==> config.mk <==
export PLATFORM = sky130hd
export DESIGN_NAME = taylor_operand_dispatcher
export DESIGN_NICKNAME = d
export VERILOG_FILES = /design/src/rtl/taylor_operand_dispatcher.sv
export SDC_FILE = /design/constraint.sdc
export NUM_CORES = 1
export LEC_CHECK = 0
export ABC_AREA = 1
export CORE_ASPECT_RATIO = 0.75
export CORE_MARGIN = 2
export CORE_UTILIZATION = 30
export CTS_CLUSTER_SIZE = 24
export DETAILED_ROUTE_END_ITERATION = 8
export GPL_TIMING_DRIVEN = 0
export HOLD_SLACK_MARGIN = 0.15
export PLACE_DENSITY = 0.52
export SLEW_MARGIN = 40
export SYNTH_ARGS = -nofsm -noshare
export SYNTH_HDL_FRONTEND = slang
export SYNTH_SLANG_ARGS = --single-unit
==> constraint.sdc <==
create_clock -name clk -period 3.01 [get_ports clk]
set_input_delay 0.903 -clock clk [delete_from_list [all_inputs] [get_ports clk]]
set_output_delay 0.903 -clock clk [all_outputs]
set_load 0.02 [all_outputs]
==> src/rtl/taylor_operand_dispatcher.sv <==
// rtl/taylor_operand_dispatcher.sv - operand FIFO and start/complete sequencer for the series-evaluation accelerator
//
// Purpose: buffers x operands, issues one accelerator run per operand with the
// operand held stable for the whole run, and captures each result into an
// output register with a valid/ack handshake. Runs are strictly serialised.
//
// Ports:
//   clk, rst             clock and synchronous active-high reset
//   in_valid/in_ready    operand push handshake, in_data is the operand
//   acc_start, acc_x     one-cycle start pulse and held operand to accelerator
//   acc_ready            accelerator idle flag (low while it is running)
//   acc_result           accelerator result, valid once acc_ready returns high
//   out_valid/out_ack    result handshake, out_data is the captured result
//   busy                 sequencer active or operands still queued

module taylor_operand_dispatcher #(
    parameter int DATA_W = 16,
    parameter int RES_W  = 16,
    parameter int DEPTH  = 4
) (
    input  logic              clk,
    input  logic              rst,
    input  logic              in_valid,
    input  logic [DATA_W-1:0] in_data,
    output logic              in_ready,
    output logic              acc_start,
    output logic [DATA_W-1:0] acc_x,
    input  logic              acc_ready,
    input  logic [RES_W-1:0]  acc_result,
    output logic              out_valid,
    output logic [RES_W-1:0]  out_data,
    input  logic              out_ack,
    output logic              busy
);

    localparam int AW = $clog2(DEPTH);
    localparam logic [AW:0] FULL = (AW + 1)'(DEPTH);

    typedef enum logic [2:0] {IDLE, START, WAIT_LO, WAIT_HI, HOLD} state_t;

    state_t            state;
    state_t            state_next;
    logic [DATA_W-1:0] mem [DEPTH];
    logic [AW-1:0]     wr_ptr;
    logic [AW-1:0]     rd_ptr;
    logic [AW:0]       count;
    logic              push;
    logic              pop;
    logic              capture;

    // Readiness comes from the registered count only, so a full FIFO refuses
    // a push even in a cycle where the sequencer pops.
    assign in_ready  = (count != FULL);
    assign push      = in_valid & in_ready;
    assign acc_start = (state == START);
    assign busy      = (state != IDLE) || (count != '0);

    always_comb begin
        state_next = state;
        pop        = 1'b0;
        capture    = 1'b0;
        case (state)
            IDLE: begin
                // Waiting for acc_ready also covers a reset that landed while
                // the accelerator was still mid-run.
                if ((count != '0) && acc_ready) begin
                    pop        = 1'b1;
                    state_next = START;
                end
            end
            START: begin
                state_next = WAIT_LO;
            end
            WAIT_LO: begin
                if (!acc_ready) begin
                    state_next = WAIT_HI;
                end
            end
            WAIT_HI: begin
                if (acc_ready) begin
                    if (!out_valid || out_ack) begin
                        capture    = 1'b1;
                        state_next = IDLE;
                    end else begin
                        state_next = HOLD;
                    end
                end
            end
            HOLD: begin
                // The accelerator sits idle here, so acc_result is still the
                // result of this run when the consumer finally acks.
                if (out_ack) begin
                    capture    = 1'b1;
                    state_next = IDLE;
                end
            end
            default: begin
                state_next = IDLE;
            end
        endcase
    end

    always_ff @(posedge clk) begin
        if (rst) begin
            state     <= IDLE;
            wr_ptr    <= '0;
            rd_ptr    <= '0;
            count     <= '0;
            acc_x     <= '0;
            out_valid <= 1'b0;
            out_data  <= '0;
        end else begin
            state <= state_next;
            if (push) begin
                wr_ptr <= wr_ptr + 1'b1;
            end
            if (pop) begin
                rd_ptr <= rd_ptr + 1'b1;
                acc_x  <= mem[rd_ptr];
            end
            if (push && !pop) begin
                count <= count + 1'b1;
            end else if (pop && !push) begin
                count <= count - 1'b1;
            end
            // A capture wins over a same-cycle ack so the output never bubbles.
            if (capture) begin
                out_data  <= acc_result;
                out_valid <= 1'b1;
            end else if (out_ack) begin
                out_valid <= 1'b0;
            end
        end
    end

    // Storage is not cleared by reset; the pointers alone define its contents.
    always_ff @(posedge clk) begin
        if (push) begin
            mem[wr_ptr] <= in_data;
        end
    end

endmodule

Yosys cells after proc, flatten, opt, wreduce, memory -nomap -nowiden
Memories as Yosys holds them, arrays and structs flattened. A register that Yosys moved wholly into a read port is not among the register bits.
Index checks and enable logic that the tools add are counted.
Storage, ports and cells
  register bits after elaboration: 27
  RAM bits: 64
  input bits: 37
  output and inout bits: 36
  logic and storage cells: 53
  memories: 1
Operators by class
  add/sub/neg operators: 4
  eq/ne operators: 9
  mux-type cells: 18
  bitwise gates (word level): 1
  reduce and logical (&&, ||, !) cells: 14
Memories
  mem: words 4, bits a word 16, rd ports 1, clocked after memory_dff 1, write ports 1, RTL line 43  | logic [DATA_W-1:0] mem [DEPTH];
Operators with widths (count)
  $mux 3: 7
  $pmux 3 s5: 1
  $mux 1: 9
  $ne 2x2->1 const B: 4
  $eq 3x2->1 const B: 2
  $reduce_bool 3->1: 2
  $add 2x1->2 const B: 2
  $reduce_and 4->1: 1
  $reduce_bool 2->1: 2
  $add 3x1->3 const B: 1
  $eq 3x1->1 const B: 1
  $eq 3x3->1 const B: 1
  $logic_and 1x1->1: 3
  $logic_not 1->1: 3
  $logic_not 3->1: 1
  $ne 3x3->1 const B: 1
  $sub 3x1->3 const B: 1
  $logic_or 1x1->1: 2
  $pmux 1 s2: 1
  $and 1x1->1: 1

Logic depth before layout (Yosys ltp)
Gate-level depths: netlist of the first run.
  depth in word-level cells: 7
  depth in mapped cells: 13
  mapped depth without buffers: 12

Worst setup path after synthesis of the first run
No wires, ideal clock.
  path type: input to register
  from: input acc_ready
  to: register count[2]
  library setup time: 0.122 ns
  data arrival time: 2.267 ns
  setup slack: 0.621 ns
  stages on the path: 11
  cell sequence: nand2_1 -> nor2_4 -> inv_4 -> buf_6 -> ha_1 -> inv_1 -> fa_1 -> a21oi_1 -> o21ai_0 -> o21ai_0 -> a21oi_1
On the way
  cells in the longest elaborated chain, start to end: 6
  elaborated cells on any way between the ends: 8
  those cells by class: mux: 3; reduce/logical: 5
Ends and longest elaborated chain
  start: declaration: RTL line 28  | input logic acc_ready,
  $logic_and 1x1->1 *: RTL line 66  | if ((count != '0) && acc_ready) begin
  $mux 1 *: RTL line 66
  $mux 1 *: RTL line 62  | case (state)
  $logic_not 1->1: RTL line 121  | if (push && !pop) begin
  $logic_and 1x1->1: RTL line 121
  $mux 3 / $reduce_bool 2->1 (equally long branches)
  end signal: assignment: RTL line 122  | count <= count + 1'b1;
  end signal: assignment: RTL line 124  | count <= count - 1'b1;
  end: declaration: RTL line 46  | logic [AW:0] count;
Every way passes the cells marked *; elsewhere a longest branch is shown, timed or not.
A chain may end at the register's enable or synchronous reset.

Final worst setup path of the first run
  from: input in_valid
  to: register count[2]
On the way
  cells in the longest elaborated chain, start to end: 4
  elaborated cells on any way between the ends: 6
  those cells by class: mux: 1; bitwise: 1; reduce/logical: 4
Ends and longest elaborated chain
  start: declaration: RTL line 23  | input logic in_valid,
  $and 1x1->1 *: RTL line 54  | assign push = in_valid & in_ready;
  via push: RTL line 47  | logic push;
  $logic_not 1->1: RTL line 123  | end else if (pop && !push) begin
  $logic_and 1x1->1: RTL line 123
  $reduce_bool 2->1 (no source line)
Mark *: on every way through the listed nets, which the timed path passes. The rest lies on a longest branch.

==> results of run 1 <==
-- timing repair --
action,CTS,global route
endpoints found under the hold margin,0,0
hold buffers,0,0
setup endpoints to repair,0,2
resized for setup,0,2
-- power by group --
group / switching (mW) / internal [mW] / leakage, nW / total [mW]
registers: 0.129 / 1.80 / 0.938 / 1.93
clock network: 0.513 / 0.669 / 0.143 / 1.18
logic: 0.945 / 0.610 / 0.882 / 1.55
-- critical path: stages --
cell and delay, ps:
clkdlybuf4s50_1 460, nand2_1 300, inv_1 150, ha_1 150, inv_1 60, fa_1 380, a21oi_1 150, o21ai_0 140
o21ai_0 160, a21oi_1 50
-- routing by layer --
layer,wire length [µm],global-route usage,vias to the layer above
met3,460,0.0371,9
met4,95,0.0364,0
met1,5050,0.197,1478
li1,-,-,1537
met5,0,0,-
met2,4630,0.215,59
-- flip-flops by register name, indices dropped and copies added, names as in the netlist --
name,cells
state,3
acc_x,16
out_valid,1
out_data,16
rd_ptr,2
mem,64
count,3
wr_ptr,2
-- cells in the final DEF, fill, tap and decap left out, drive strengths merged --
master	n
nand2	37
buf	11
o211ai	1
o22ai	16
inv	27
fa	1
nand3	25
a21oi	23
dfxtp	43
clkbuf	21
clkdlybuf4s50	70
o21ai	56
clkinv	2
dlymetal6s2s	1
ha	5
clkinvlp	1
nor2	79
nand4	1
bufinv	1
edfxtp	64
-- logic make-up after synthesis --
group,synth area share
simple gates,0.150
flops,0.654
compound gates,0.128
buf+inv,0.0488
fa+ha+maj,0.0194
-- through the flow --
stage / setup WS (ps) / utilization / power (mW) / area (µm²) / hold slack [ps]
after global placement: -417 / 0.376 / 3.47 / 5190 / 475
final: 337 / 0.403 / 4.67 / 5560 / 488
after global routing: 191 / 0.403 / 4.97 / 5560 / 504
after CTS: 60.8 / 0.403 / 4.71 / 5560 / 489
after detailed placement: -298 / 0.381 / 3.53 / 5260 / 479
after floorplan: 621 / - / 2.90 / 4260 / 466
-- final cells by class --
class                           instances  share of cell area
Tap cell                              175              0.0394
Sequential cell                       107               0.500
Inverter                               27              0.0187
Timing Repair Buffer                   74               0.136
Clock inverter                          4             0.00922
Multi-Input combinational cell        244               0.233
Clock buffer                           12              0.0443
Buffer                                 17              0.0187
-- final timing paths --
path	from	to	slack, ps	cells past startpoint
worst max-delay path	in_valid	count[2]	340	10
worst min register to register	out_data[4]	out_data[4]	490	2
worst min-delay path	out_data[4]	out_data[4]	490	2
worst max register to register	count[0]	count[2]	630	13
==> flow_summary_export.csv, run 1 <==
group,metric,value,unit
outcome,status,"finished, final reports clean",
yosys,synth_commonest_cells,"nor2_1, edfxtp_1, o21ai_0",
yosys,synth-edff-count,64,
yosys,netlist-cell-type-count,26,
power,p_per_area,838,nW/µm²
yosys,synth_area,4260,µm²
cts,cts_made_buffers,9,
worst_hold_path,hold_path.class,"reg -> reg",
yosys,yosys_warnings,0,
route,via_per_inst,4.67,
final_layout,syn_to_final_growth,30.7,%
setup_path,arrival,2900,ps
grt,grt_antenna_before_repair,0,
sta,slew_headroom,0.537,
yosys,synth_ff_type,"edfxtp_1",
floorplanning,initial_core_util,0.309,
route,wl_per_cell,15.5,µm
sta,fmax,374,MHz
cts,cts_tree,"done",
grt,grt_pass1_wl,16200,µm
floorplanning,die_h,107,µm
sta,tightest_slew,694,ps
floorplanning,core_area,13800,µm²
setup_path,cp_max_fo,9,
sta,grt_setup_unrepaired,"no",
setup_path,path_class,"in -> reg",
cts,cts_max_path_buffers,2,
yosys,syn_nets,438,
floorplanning,num_rows,37,
yosys,yosysTopAreaCell,"edfxtp_1",
floorplanning,ios,73,
sta,period_share,0.888,
sta,drv_slew,0,
sta,min_period,2670,ps
cts,clk_latency,350,ps
setup_path,cp-start-kind,"input port",
grt,grt_start_max_net_pins,18,
route,drt_first_pass_iters,4,
placement,dp_cells,644,
final_layout,layout-drive-gt1-share,0.126,
cts,cts_root_buf,"clkbuf_16",
yosys,ys_top_cells_by_area,"edfxtp_1, dfxtp_1, nor2_1, o21ai_0, nand3_1",
route,via_count,3083,
sta,setup_violations,0,
yosys,seq_area_frac_synth,0.654,
grt,grt_usage,0.140,
power,power.leakage,1.96,nW
final_layout,seq_area,2780,µm²
floorplanning,die_x,142,µm
grt,gr-total-overflow,0,
placement,gp_congestion,0.721,
grt,grt_pass1_vias,3015,
final_layout,multi_input_area,1300,µm²
route,postRouteAntennaNets,0,
route,drcViolationCount,0,
yosys,synth.most_common_cell,"nor2_1",
floorplanning,dieArea,15200,µm²
setup_path,required,3240,ps
yosys,yosys.area.top_type_share,0.451,
placement,io_buffers,71,
yosys,syn_inst,395,
cts,clk_pin_slew,70,ps
final_layout,antenna_cells,0,
route,drt_iter0_markers,237,
sta,skew,11.0,ps
cts,post-cts-setup-buffers,0,
setup_path,cp-end-kind,"register",
cts,h-tree-depth,3,
sta,tns,0,ps
yosys,async_flop_share,0,
yosys,synth_seq_cells,107,
power,ir_worst_vdd,0.000337,V
route,routed_wl,10200,µm
sta,hold_violations,0,
placement,dp_hpwl,7090,µm
final_layout,fillers,1352,
run,cap_violations,0,
final_layout,fin_cells,660,
final_layout,layout.nets,523,
yosys,syn_area_per_cell,10.8,µm²
cts,clock-sinks,107,
No activity file was read; power rests on OpenSTA's default activity.
==> inputs of run 2 (changes only) <==
--- a/config.mk
+++ b/config.mk
@@ -13,7 +13,7 @@
 export DETAILED_ROUTE_END_ITERATION = 8
 export GPL_TIMING_DRIVEN = 0
 export HOLD_SLACK_MARGIN = 0.15
-export PLACE_DENSITY = 0.52
+export PLACE_DENSITY = 0.6
 export SLEW_MARGIN = 40
 export SYNTH_ARGS = -nofsm -noshare
 export SYNTH_HDL_FRONTEND = slang
==> constraint.sdc (replaced) <==
create_clock -name clk -period 3.01 [get_ports clk]
set_input_delay 0.301 -clock clk [delete_from_list [all_inputs] [get_ports clk]]
set_output_delay 0.301 -clock clk [all_outputs]
set_load 0.02 [all_outputs]
==> run 2 against run 1 <==
Against the previous run:
- critical path depth up 3
- first-iteration DRC count grew 7.2%
- non-clock buffer count decreased by 2
- largest power group unchanged
- combinational power hardly changed
- sequential share of layout area rose by 0.67 points
- cell count fell by 0.30%
- register-to-register slack is essentially flat
- via count is essentially flat
- core utilization down 0.54 points
- highest routed layer unchanged
- largest cell class unchanged
- sequential cell count did not move
- count of clock-buffer cells in the layout shrank 2
- worst hold slack got worse by 240 ps
==> flow_summary_export.csv, run 2 (synthesis results as in run 1) <==
group,metric,value,unit
outcome,status,"finished, final reports clean",
sta,fin_hold_ws,249,ps
run,cap_violations,0,
setup_path,reg2reg_depth,13,
floorplanning,dieArea,15200,µm²
placement,dp_hpwl,7080,µm
sta,tightest_slew,686,ps
floorplanning,die_x,142,µm
sta,tns,0,ps
route,drcViolationCount,0,
final_layout,final_common_cell,"nor2_1",
grt,grt_start_max_net_pins,17,
final_layout,fin_area,5490,µm²
cts,cts_root_buf,"clkbuf_16",
power,power.leakage,1.92,nW
grt,gr-total-overflow,0,
power,ir_worst_vdd,0.000345,V
route,via_per_inst,4.68,
final_layout,layout.nets,521,
grt,grt_pass1_wl,16100,µm
route,routed_wl,10100,µm
final_layout,syn_to_final_growth,29.0,%
setup_path,r2r_start,"count[0]",
cts,cts_hold_buf,0,
final_layout,fillers,1320,
final_layout,top_register,"mem",
sta,hold_violations,0,
grt,grt_usage,0.140,
setup_path,rrSetupSlack,630,ps
floorplanning,ios,73,
final_layout,seq_area,2780,µm²
worst_hold_path,hold_depth,2,
placement,place_ws,377,ps
setup_path,cp_max_fo,10,
sta,grt_setup_unrepaired,"no",
cts,post-cts-setup-buffers,0,
sta,fmax,419,MHz
worst_hold_path,min_from,"rst",
worst_hold_path,hold_path.class,"in -> reg",
power,p_per_area,822,nW/µm²
floorplanning,num_rows,37,
cts,ctsResizeCount,0,
setup_path,arrival,2600,ps
final_layout,layout-drive-gt1-share,0.116,
sta,min_period,2380,ps
floorplanning,core_area,13800,µm²
route,wl_per_cell,15.4,µm
cts,cts_max_path_buffers,2,
cts,clk_latency,340,ps
cts,clock-sinks,107,
placement,io_buffers,71,
route,postRouteAntennaNets,0,
floorplanning,die_h,107,µm
grt,grt_antenna_before_repair,0,
setup_path,path_class,"reg -> reg",
route,drt_iter0_markers,254,
worst_hold_path,holdPathEnd,"out_data[3]",
cts,clk_pin_slew,60,ps
setup_path,cp-end-kind,"register",
sta,drv_slew,0,
sta,skew,6.39,ps
sta,setup_violations,0,
sta,period_share,0.792,
final_layout,layout_common_cells,"nor2_1, clkdlybuf4s50_1, edfxtp_1, o21ai_0, dfxtp_1",
floorplanning,initial_core_util,0.309,
setup_path,cp-start-kind,"register",
sta,final.setup.worst_slack,626,ps
route,drt_first_pass_iters,4,
final_layout,multi_input_area,1300,µm²
setup_path,required,3230,ps
cts,h-tree-depth,3,
sta,slew_headroom,0.543,
cts,cts_tree,"done",
cts,cts_made_buffers,9,
final_layout,reg_top3,"mem (64), acc_x (16), out_data (16)",
grt,grt_pass1_vias,3080,
final_layout,antenna_cells,0,
placement,placedInstanceArea,5230,µm²
final_layout,largest_register_ffs,64,
setup_path,timing.rr.end,"count[2]",
placement,gp_congestion,0.795,
route,via_count,3080,
-- run 2: metrics by stage --
| step | util | power, mW | std cells |
|---|---|---|---|
| after floorplan | - | 2.90 | 395 |
| after global placement | 0.376 | 3.46 | 641 |
| after detailed placement | 0.379 | 3.51 | 642 |
| after CTS | 0.398 | 4.57 | 658 |
| after global routing | 0.398 | 4.81 | 658 |
| final | 0.398 | 4.51 | 658 |
-- run 2: routing by layer --
layer  part of all wire  wire, µm  up-vias  GRT usage
li1                   -         -     1526          -
met1               0.46      4640     1480      0.183
met2               0.48      4880       69      0.227
met3              0.050       510        5     0.0424
met4             0.0076        77        0     0.0386
met5                  0         0        -          0
-- run 2: final cells by class --
| class | instances | area share |
|---|---|---|
| flip-flops and latches | 107 | 0.507 |
| clock buffers | 10 | 0.0417 |
| clock inverters | 6 | 0.00547 |
| repair buffers | 72 | 0.132 |
| inverters | 27 | 0.0189 |
| plain buffers | 17 | 0.0189 |
| multi-input cells | 244 | 0.236 |
| well taps | 175 | 0.0399 |
-- run 2: worst max path at each step --
| stage | start | endpoint | slack (ps) |
|---|---|---|---|
| global route | count[0] | count[2] | 420 |
| CTS | count[0] | count[2] | 630 |
| floorplan | count[0] | count[2] | 970 |
| global placement | in_valid | mem[3][9] | 300 |
| detailed placement | acc_ready | count[1] | 380 |
| finish | count[0] | count[2] | 630 |
-- run 2: report_power, final --
part           internal (mW)  switching [mW]  leakage, nW
Combinational          0.598           0.945        0.859
Sequential              1.80           0.134        0.938
Clock                  0.552           0.482        0.125
Total                   2.95            1.56         1.92
-- run 2: worst max-delay path, stage by stage, from the launching register on --
cell and delay, ps:
dfxtp_1 350, nor2_1 210, nand2_1 70, nand2_1 140
nor2_4 100, inv_4 120, buf_6 150, ha_1 140
inv_1 70, fa_1 380, a21oi_1 150, o21ai_0 140
o21ai_0 190, a21oi_1 50
==> inputs of run 3 (changes only) <==
--- a/config.mk
+++ b/config.mk
@@ -13,7 +13,7 @@
 export DETAILED_ROUTE_END_ITERATION = 8
 export GPL_TIMING_DRIVEN = 0
 export HOLD_SLACK_MARGIN = 0.15
-export PLACE_DENSITY = 0.6
+export PLACE_DENSITY = 0.62
 export SLEW_MARGIN = 40
 export SYNTH_ARGS = -nofsm -noshare
 export SYNTH_HDL_FRONTEND = slang
==> constraint.sdc (replaced) <==
create_clock -name clk -period 2.1 [get_ports clk]
set_input_delay 0.21 -clock clk [delete_from_list [all_inputs] [get_ports clk]]
set_output_delay 0.21 -clock clk [all_outputs]
set_load 0.02 [all_outputs]
==> run 3 against run 2 <==
Against the previous run:
- sequential cell count unchanged
- count of clock-buffer cells in the layout decreased by 1
- fmax increased by 19%
- sequential share of layout area decreased by 0.85 points
- global-route usage decreased by 0.47 points
- setup slack got worse by 530 ps
- cell count increased by 0.15%
- sequential power increased by 44%
- critical endpoint unchanged
==> flow_summary_export.csv, run 3 (synthesis results as in run 1) <==
group,metric,value,unit
final_layout,layout.nets,522,
worst_hold_path,hold_path.class,"in -> reg",
sta,tightest_slew,686,ps
cts,cts_max_path_buffers,2,
grt,grt_pass1_vias,3119,
power,power.leakage,1.97,nW
setup_path,cp-start-kind,"register",
cts,cts_root_buf,"clkbuf_16",
grt,grt_usage,0.135,
route,postRouteAntennaNets,0,
setup_path,cp_max_fo,9,
sta,hold_violations,0,
final_layout,top_register,"mem",
sta,grt_setup_unrepaired,"yes",
setup_path,timing.rr.end,"count[2]",
setup_path,required,2330,ps
placement,dp_hpwl,7090,µm
power,p_per_area,1230,nW/µm²
worst_hold_path,hold_depth,2,
floorplanning,dieArea,15200,µm²
setup_path,rrSetupSlack,100,ps
route,via_per_inst,4.74,
setup_path,reg2reg_depth,11,
route,via_count,3125,
sta,drv_slew,0,
placement,io_buffers,71,
setup_path,cp-end-kind,"register",
route,drcViolationCount,0,
sta,skew,8.62,ps
floorplanning,die_x,142,µm
floorplanning,ios,73,
grt,grt_antenna_before_repair,0,
sta,min_period,2000,ps
route,wl_per_cell,15.2,µm
setup_path,path_class,"reg -> reg",
outcome,status,"finished, final reports clean",
grt,grt_pass1_wl,15800,µm
grt,gr-total-overflow,0,
power,total_power,6.89,mW
setup_path,r2r_start,"count[0]",
setup_path,crit_end,"count[2]",
floorplanning,initial_core_util,0.309,
final_layout,layout_common_cells,"nor2_1, clkdlybuf4s50_1, edfxtp_1, o21ai_0, dfxtp_1",
cts,cts_made_buffers,9,
final_layout,antenna_cells,0,
cts,clk_latency,340,ps
sta,fmax,499,MHz
setup_path,arrival,2230,ps
cts,cts_tree,"done",
worst_hold_path,min_from,"rst",
cts,h-tree-depth,3,
final_layout,reg_top3,"mem (64), acc_x (16), out_data (16)",
cts,clock-sinks,107,
placement,gp_congestion,0.795,
final_layout,layout-drive-gt1-share,0.136,
sta,period_share,0.954,
sta,setup_violations,0,
final_layout,fin_area,5590,µm²
cts,clk_pin_slew,70,ps
sta,slew_headroom,0.543,
run,cap_violations,0,
final_layout,final_common_cell,"nor2_1",
route,drt_first_pass_iters,6,
floorplanning,core_area,13800,µm²
grt,grt_start_max_net_pins,21,
floorplanning,num_rows,37,
setup_path,cp-startpoint,"count[0]",
route,drt_iter0_markers,184,
route,routed_wl,9990,µm
power,ir_worst_vdd,0.000710,V
sta,fin_hold_ws,165,ps
placement,placedInstanceArea,5220,µm²
final_layout,syn_to_final_growth,31.3,%
floorplanning,die_h,107,µm
final_layout,largest_register_ffs,64,
[run 3: cell types whose count changed in the layout (fill, tap and decap cells not counted), moves of 2 or more]
cell       delta
buf_4         +3
bufinv_16     +2
nand2_1       -2
dfxtp_2       +2
o21ai_1       +2
inv_6         +3
clkinv_1      -3
o21ai_0       -2
dfxtp_1       -2
[run 3: layout make-up]
| class | instances | area (µm²) |
|---|---|---|
| tap | 175 | 219 |
| clock buffer | 9 | 225 |
| multi-input combinational | 244 | 1310 |
| timing repair buffer | 74 | 733 |
| sequential | 107 | 2790 |
| buffer | 16 | 92.6 |
| fill | 1298 | 8210 |
| clock inverter | 7 | 114 |
| inverter | 27 | 106 |
[run 3: worst min-delay path by stage]
stage / slack, ps / to
global placement: 470 / out_data[3]
detailed placement: 480 / out_data[7]
CTS: 150 / out_data[7]
floorplan: 310 / mem[0][0]
finish: 160 / out_data[2]
global route: 170 / out_data[2]
[run 3: metal layers]
layer | track usage | vias to the layer above | part of all wire
li1 | - | 1533 | -
met1 | 0.176 | 1505 | 0.46
met2 | 0.221 | 69 | 0.48
met3 | 0.0348 | 18 | 0.041
met4 | 0.0450 | 0 | 0.020
met5 | 0 | - | 0
[run 3: critical path, stage by stage, from the launching register on]
cell and delay, ps:
dfxtp_2 390, nor2_4 60, nand2_1 150, nand2_4 150, inv_1 90, ha_1 140
inv_1 70, fa_1 400, a21oi_1 170, o21ai_1 110, o21ai_1 130, a21oi_1 50
[run 3: metrics by stage]
step	setup TNS, ps	setup WS, ps	instances	utilization
floorplan	0	64.4	395	-
global placement	-29450	-473	641	0.376
detailed placement	-1030	-479	641	0.378
CTS	0	11.3	657	0.404
global route	-66.9	-59.7	659	0.405
finish	0	96.9	659	0.405
[run 3: what timing repair did]
action                     4_1_cts  5_1_grt
hold buffers                     0        0
setup endpoints to repair        2        2
pin swaps                        1        2
setup buffers                    1        2
gates resized for setup          5        5
gates cloned                     0        0
[run 3: power by group]
| group | total [mW] | internal, mW | leakage (nW) | switching [mW] |
|---|---|---|---|---|
| Sequential | 2.79 | 2.58 | 0.938 | 0.204 |
| Combinational | 2.25 | 0.882 | 0.864 | 1.37 |
| Clock | 1.86 | 1.08 | 0.166 | 0.783 |
| Total | 6.89 | 4.54 | 1.97 | 2.35 |
